[config.mk]
export PLATFORM = sky130hd
export DESIGN_NAME = deserializer
export DESIGN_NICKNAME = d
export VERILOG_FILES = /design/src/rtl/deserializer.sv
export SDC_FILE = /design/constraint.sdc
export NUM_CORES = 1
export LEC_CHECK = 0
export ABC_AREA = 1
export ABC_CLOCK_PERIOD_IN_PS = 1460
export CORE_ASPECT_RATIO = 0.6
export CORE_MARGIN = 1
export CORE_UTILIZATION = 49
export CTS_CLUSTER_DIAMETER = 150
export DETAILED_ROUTE_END_ITERATION = 12
export PLACE_DENSITY = 0.71
export SLEW_MARGIN = 20
export SYNTH_ARGS = -nofsm -noshare
export SYNTH_HDL_FRONTEND = slang
export SYNTH_SLANG_ARGS = --single-unit
[constraint.sdc]
create_clock -name i_clk -period 1.46 [get_ports i_clk]
set_input_delay 0.438 -clock i_clk [delete_from_list [all_inputs] [get_ports i_clk]]
set_output_delay 0.438 -clock i_clk [all_outputs]
set_load 0.01 [all_outputs]
[src/rtl/deserializer.sv]
// deserializer: receive-side serial-to-parallel converter.
// It collects an LSB-first serial stream into LENGTH-bit words. A frame
// begins on the bit that arrives together with i_start. Each completed word
// is presented on ov_dout with a single-cycle o_dout_valid pulse.
//
// Ports:
//   i_clk         system clock, rising edge
//   i_rst_n       asynchronous active-low reset
//   i_en          clock enable; 0 holds all state and ignores i_din/i_start
//   i_start       current i_din is bit 0 of a new frame
//   i_din         serial data bit, LSB first
//   ov_dout       last completed word (registered, held until next completion)
//   o_dout_valid  1-cycle pulse: ov_dout updated this cycle
//   o_busy        1 while a frame is partially received
//   o_abort       1-cycle pulse: partial frame discarded by a restart
module deserializer #(
  parameter int LENGTH = 24
) (
  input  logic              i_clk,
  input  logic              i_rst_n,
  input  logic              i_en,
  input  logic              i_start,
  input  logic              i_din,
  output logic [LENGTH-1:0] ov_dout,
  output logic              o_dout_valid,
  output logic              o_busy,
  output logic              o_abort
);

  localparam int CNT_W = $clog2(LENGTH + 1);
  localparam logic [CNT_W-1:0] LAST_IDX = CNT_W'(LENGTH - 1);

  typedef enum logic [0:0] {
    IDLE  = 1'b0,
    SHIFT = 1'b1
  } state_t;

  state_t            state_q, state_d;
  logic [CNT_W-1:0]  cnt_q, cnt_d;
  logic [LENGTH-1:0] shift_q, shift_d;
  logic [LENGTH-1:0] dout_q, dout_d;
  logic              valid_q, valid_d;
  logic              busy_q, busy_d;
  logic              abort_q, abort_d;

  // Next-state, bit assembly and output pulse generation.
  always_comb begin
    state_d = state_q;
    cnt_d   = cnt_q;
    shift_d = shift_q;
    dout_d  = dout_q;
    valid_d = 1'b0;
    abort_d = 1'b0;
    if (i_en) begin
      case (state_q)
        IDLE: begin
          if (i_start) begin
            // The shift register is cleared at frame start so later bits can
            // simply be OR-ed into their position.
            shift_d = LENGTH'(i_din);
            if (LENGTH == 1) begin
              dout_d  = LENGTH'(i_din);
              valid_d = 1'b1;
              cnt_d   = {CNT_W{1'b0}};
            end else begin
              cnt_d   = CNT_W'(1);
              state_d = SHIFT;
            end
          end else begin
            state_d = IDLE;
          end
        end
        SHIFT: begin
          if (i_start) begin
            // Restart: the current bit becomes bit 0 of the new frame.
            shift_d = LENGTH'(i_din);
            cnt_d   = CNT_W'(1);
            abort_d = 1'b1;
          end else begin
            shift_d = shift_q | (LENGTH'(i_din) << cnt_q);
            if (cnt_q == LAST_IDX) begin
              dout_d  = shift_q | (LENGTH'(i_din) << cnt_q);
              valid_d = 1'b1;
              cnt_d   = {CNT_W{1'b0}};
              state_d = IDLE;
            end else begin
              cnt_d = cnt_q + CNT_W'(1);
            end
          end
        end
        default: begin
          state_d = IDLE;
          cnt_d   = {CNT_W{1'b0}};
        end
      endcase
    end else begin
      state_d = state_q;
    end
    busy_d = (state_d == SHIFT);
  end

  // State and output registers.
  always_ff @(posedge i_clk or negedge i_rst_n) begin
    if (!i_rst_n) begin
      state_q <= IDLE;
      cnt_q   <= {CNT_W{1'b0}};
      shift_q <= {LENGTH{1'b0}};
      dout_q  <= {LENGTH{1'b0}};
      valid_q <= 1'b0;
      busy_q  <= 1'b0;
      abort_q <= 1'b0;
    end else begin
      state_q <= state_d;
      cnt_q   <= cnt_d;
      shift_q <= shift_d;
      dout_q  <= dout_d;
      valid_q <= valid_d;
      busy_q  <= busy_d;
      abort_q <= abort_d;
    end
  end

  assign ov_dout      = dout_q;
  assign o_dout_valid = valid_q;
  assign o_busy       = busy_q;
  assign o_abort      = abort_q;

endmodule

==> results.md <==
Power and ir drop:
- The power dissipated by switching net loads is about 0.00073 W.
- In this run, the clock network consumes between 30% and 40% of the power.
- The worst-case IR drop observed on VDD is around 510 uV.
- The relative contribution of combinational cells to total power is between 10% and 20%.
- The design draws around 0.0028 W.
- Dividing total power by cell area gives a power density of 818.7 nW/um2.
- The switching share of power is between 20% and 30%.
- The static leakage is ~1.8 nW.
- In this run, flip-flops and latches consume 56.8% of the power.
- The internal power of the cells is between 0.002 and 0.0025 W.

Critical path:
- Of all nets on the critical path, the largest fanout is 8.
- Tracing the worst setup path back leads to its startpoint at cnt_q[0]$_DFFE_PN0P_.
- The kind of capture point of the worst setup path is a flop.
- Data on the critical path is required at its endpoint by approximately 1700 ps.
- The startpoint type of the worst setup path is a flop.
- The worst setup path is of the flop to flop kind.
- STA puts the critical path data arrival time at 1690 ps.
- The worst register-to-register path begins at cnt_q[0]$_DFFE_PN0P_.

Placement:
- The estimated wirelength of the detail-placed design is around 4200 um.
- At the end of routability-driven placement, the weighted congestion stood at just under 0.9.
- The quantity of I/O buffers inserted on ports is 31.
- OpenSTA, run right after detailed placement, puts the worst setup slack at -397.8 ps.

Clock network:
- The H-tree was split into 2 levels.
- For the worst-skew pair, the clock arrives at the later sink with an insertion delay of slightly above 300 ps.
- In this run the deepest clock path goes through 2 buffers.
- Clock tree synthesis found a total of 56 sinks.
- In this run, CTS created clock tree buffers numbering 5.
- The number of buffers inserted for hold repair after clock tree synthesis is 0.
- Clock tree synthesis selected as its root buffer the cell clkbuf_8.
- The clock transition at the register clock pins on the worst setup and hold paths after CTS is 100 ps.
- The TritonCTS clock tree is done.

Route:
- The final routed DRC violation total is 0.
- The final layout contains routed wiring with a total length of ~6200 um.
- The pre-antenna-repair detailed-routing pass consisted of 5 iterations.
- The routed wirelength normalized by instance count is between 10 and 15 um.
- In the routed layout, each cell is associated on average with a via count of around 5.2.
- For this block, the via count after detailed routing is 2285.
- The DRC marker count from the first detailed-route iteration is 140.
- The post-detailed-route count of antenna-violating nets is 0.

Floorplan:
- The horizontal die dimension is 95.16 um.
- The die is just under 60 um tall.
- The number of standard-cell rows in the floorplan is 19.
- The standard cell core area is around 4800 um2.
- The total die area is approximately 5500 um2.
- During I/O placement, the number of pins put on the boundary was 32.
- For this configuration, the core starts out at a cell density of between 50 and 60%.

Logic synthesis:
- The post-synthesis cell type with the largest combined area is dfrtp_1.
- The number of distinct library cell variants in the gate-level netlist after synthesis is 25.
- By area the synthesized netlist is led by dfrtp_1 55%, nand2_1 14%, o21ai_0 5.9%, inv_1 4.3%, a21oi_1 3.9%.
- In this run, synthesis produced a sequential element count of between 50 and 60.
- Summing every instance area after synthesis gives around 2600 um2.
- Synthesis handed over a netlist of 310 instances.
- The total of warnings raised by yosys is 0.
- The post-synthesis sequential area ratio is roughly 55%.
- The area share of the largest cell type after synthesis is between 50% and 60%.
- Averaged over all synthesized cells, the footprint is roughly 8.2 um2.
- The number of nets produced by synthesis is 316.

Timing:
- Setup violations remaining at the end of the flow were counted as 8.
- For the pin with the worst max-slew slack, the measured transition is roughly 350 ps.
- For this run, the top clock speed supported by timing is between 600 and 700 MHz.
- The worst slew slack as a fraction of its limit is between 70% and 80%.
- Setup slack on the critical path of the routed design comes to -26.42 ps.
- After layout, the worst path uses 101.8% of the clock period.
- The largest clock skew in the final design is approximately 5.2 ps.
- The minimum period implied by the final worst setup slack is roughly 1500 ps.
- The final-report hold violation count is 0.
- The number of max-slew violations in the final report was 0.
- Setup repair after global routing could not meet its margin everywhere.

Global route:
- The number of global-route vias before repair was between 2000 and 2500.
- The number of antenna violations at the first check in global routing is 0.
- The first-pass GRT wire length is roughly 10000 um.
- Entering global routing, the biggest net connects 57 pins.
- Across every metal layer, demand over resource in global routing totals 24.27%.
- After global routing the overflow that remains totals 0.

Final layout:
- After the last flow step, the layout net total stands at between 300 and 400.
- The area growth from synthesis to layout is 34.18%.
- The number of antenna repair diodes is 0.
- In the layout the commonest cells are 81 x nand2_1, 56 x dfrtp_1, 34 x buf_4, 27 x inv_1, 24 x o21ai_0.
- The fraction of final layout cells with drive strength greater than 1 is roughly a quarter.
- The leading cell type in the layout, fill and taps excluded is nand2_1.

Flow run:
- The tool flagged a number of max-cap violations equal to 0.

Status:
- The run finished, with violations left.
- The final reports fail on negative setup slack.

Hold path:
- The tightest min-delay check is of the input pin to asynchronous set/reset pin type.
-- cell type report --
cell class / count / area [um2]
Fill cell: 394 / 1355
Clock inverter: 2 / 15.01
Inverter: 34 / 132.6
Multi-Input combinational cell: 206 / 1060
Clock buffer: 6 / 82.58
Sequential cell: 56 / 1401
Tap cell: 63 / 78.83
Timing Repair Buffer: 71 / 653.1
-- registers in the layout, indices dropped and copies added, names as in the netlist --
name          count
o_abort           1
cnt_q             5
o_busy            1
ov_dout          24
shift_q          24
o_dout_valid      1
-- path summary, 6_finish.rpt --
kind                            slack, ps                      end  cells after the start
worst max-delay path                  -30  ov_dout[18]$_DFFE_PN0P_                      7
worst min register to register        480   ov_dout[2]$_DFFE_PN0P_                      2
worst max register to register        -30  ov_dout[18]$_DFFE_PN0P_                      7
min in group i_clk                    480   ov_dout[2]$_DFFE_PN0P_                      2
worst min-delay path                  110        o_abort$_DFF_PN0_                      2
max in group asynchronous            1100     cnt_q[1]$_DFFE_PN0P_                      2
-- critical path: stages, from the launching register on --
cell,delay (ps)
dfrtp_1,380
ha_2,210
nand2_2,90
nor3_4,240
nand2_4,150
clkbuf_16,200
nand2_1,60
nand2_1,60
-- logic make-up (layout without fill, tap and decap cells) --
| group | after synthesis | in the layout | synth area share [%] |
|---|---|---|---|
| DFF | 56 | 56 | 54.93 |
| buffers and inverters | 48 | 113 | 8.190 |
| and+or+nand+nor | 151 | 151 | 25.55 |
| AOI/OAI and AO/OA | 54 | 54 | 10.84 |
| adders and majority gates | 1 | 1 | 0.4904 |
-- timing repair --
item | 4_1_cts | 5_1_grt
gates resized for setup | 30 | 61
pin swaps | 1 | 11
endpoints found under the setup margin | 50 | 54
gates cloned | 0 | 1
hold endpoints to repair | 0 | 0
setup buffers | 3 | 8
-- power by group through the flow --
stage               combinational (W)  sequential, W  clock (W)
floorplan                    0.000137        0.00162          0
global placement             0.000273        0.00162          0
detailed placement           0.000275        0.00162          0
CTS                          0.000280        0.00159   0.000918
global route                 0.000345        0.00160   0.000991
finish                       0.000312        0.00159   0.000899
-- synthesized netlist by cell type, drive strengths merged --
master and instances:
nand2 97, nand3 8, dfrtp 56, nand4 15, ha 1, buf 8, a21oi 20, o21a 2
inv 33, a31oi 1, and3 1, clkinv 1, o21ai 31, nor2 25, clkbuf 6, nor3 5
-- layer usage --
layer | up-vias | track usage, % | part of all wire, %
li1 | 1122 | - | -
met1 | 1091 | 39.29 | 51
met2 | 67 | 33.27 | 42
met3 | 5 | 5.643 | 6.2
met4 | 0 | 3.896 | 0.78
met5 | - | 0 | 0
-- per-stage QoR --
step           hold WS, ps  cells  utilization, %  area (um2)  TNS, ps
3_3_place_gp         458.8    418           64.73        3093   -13320
2_1_floorplan        142.4    310               -        2551        0
3_5_place_dp         457.7    418           64.73        3093   -14710
4_1_cts              126.3    429           66.61        3183   -30.20
6_report             106.4    438           71.64        3423   -88.55
5_1_grt              125.5    438           71.64        3423    -1724
Power figures use the tool's default switching activity.
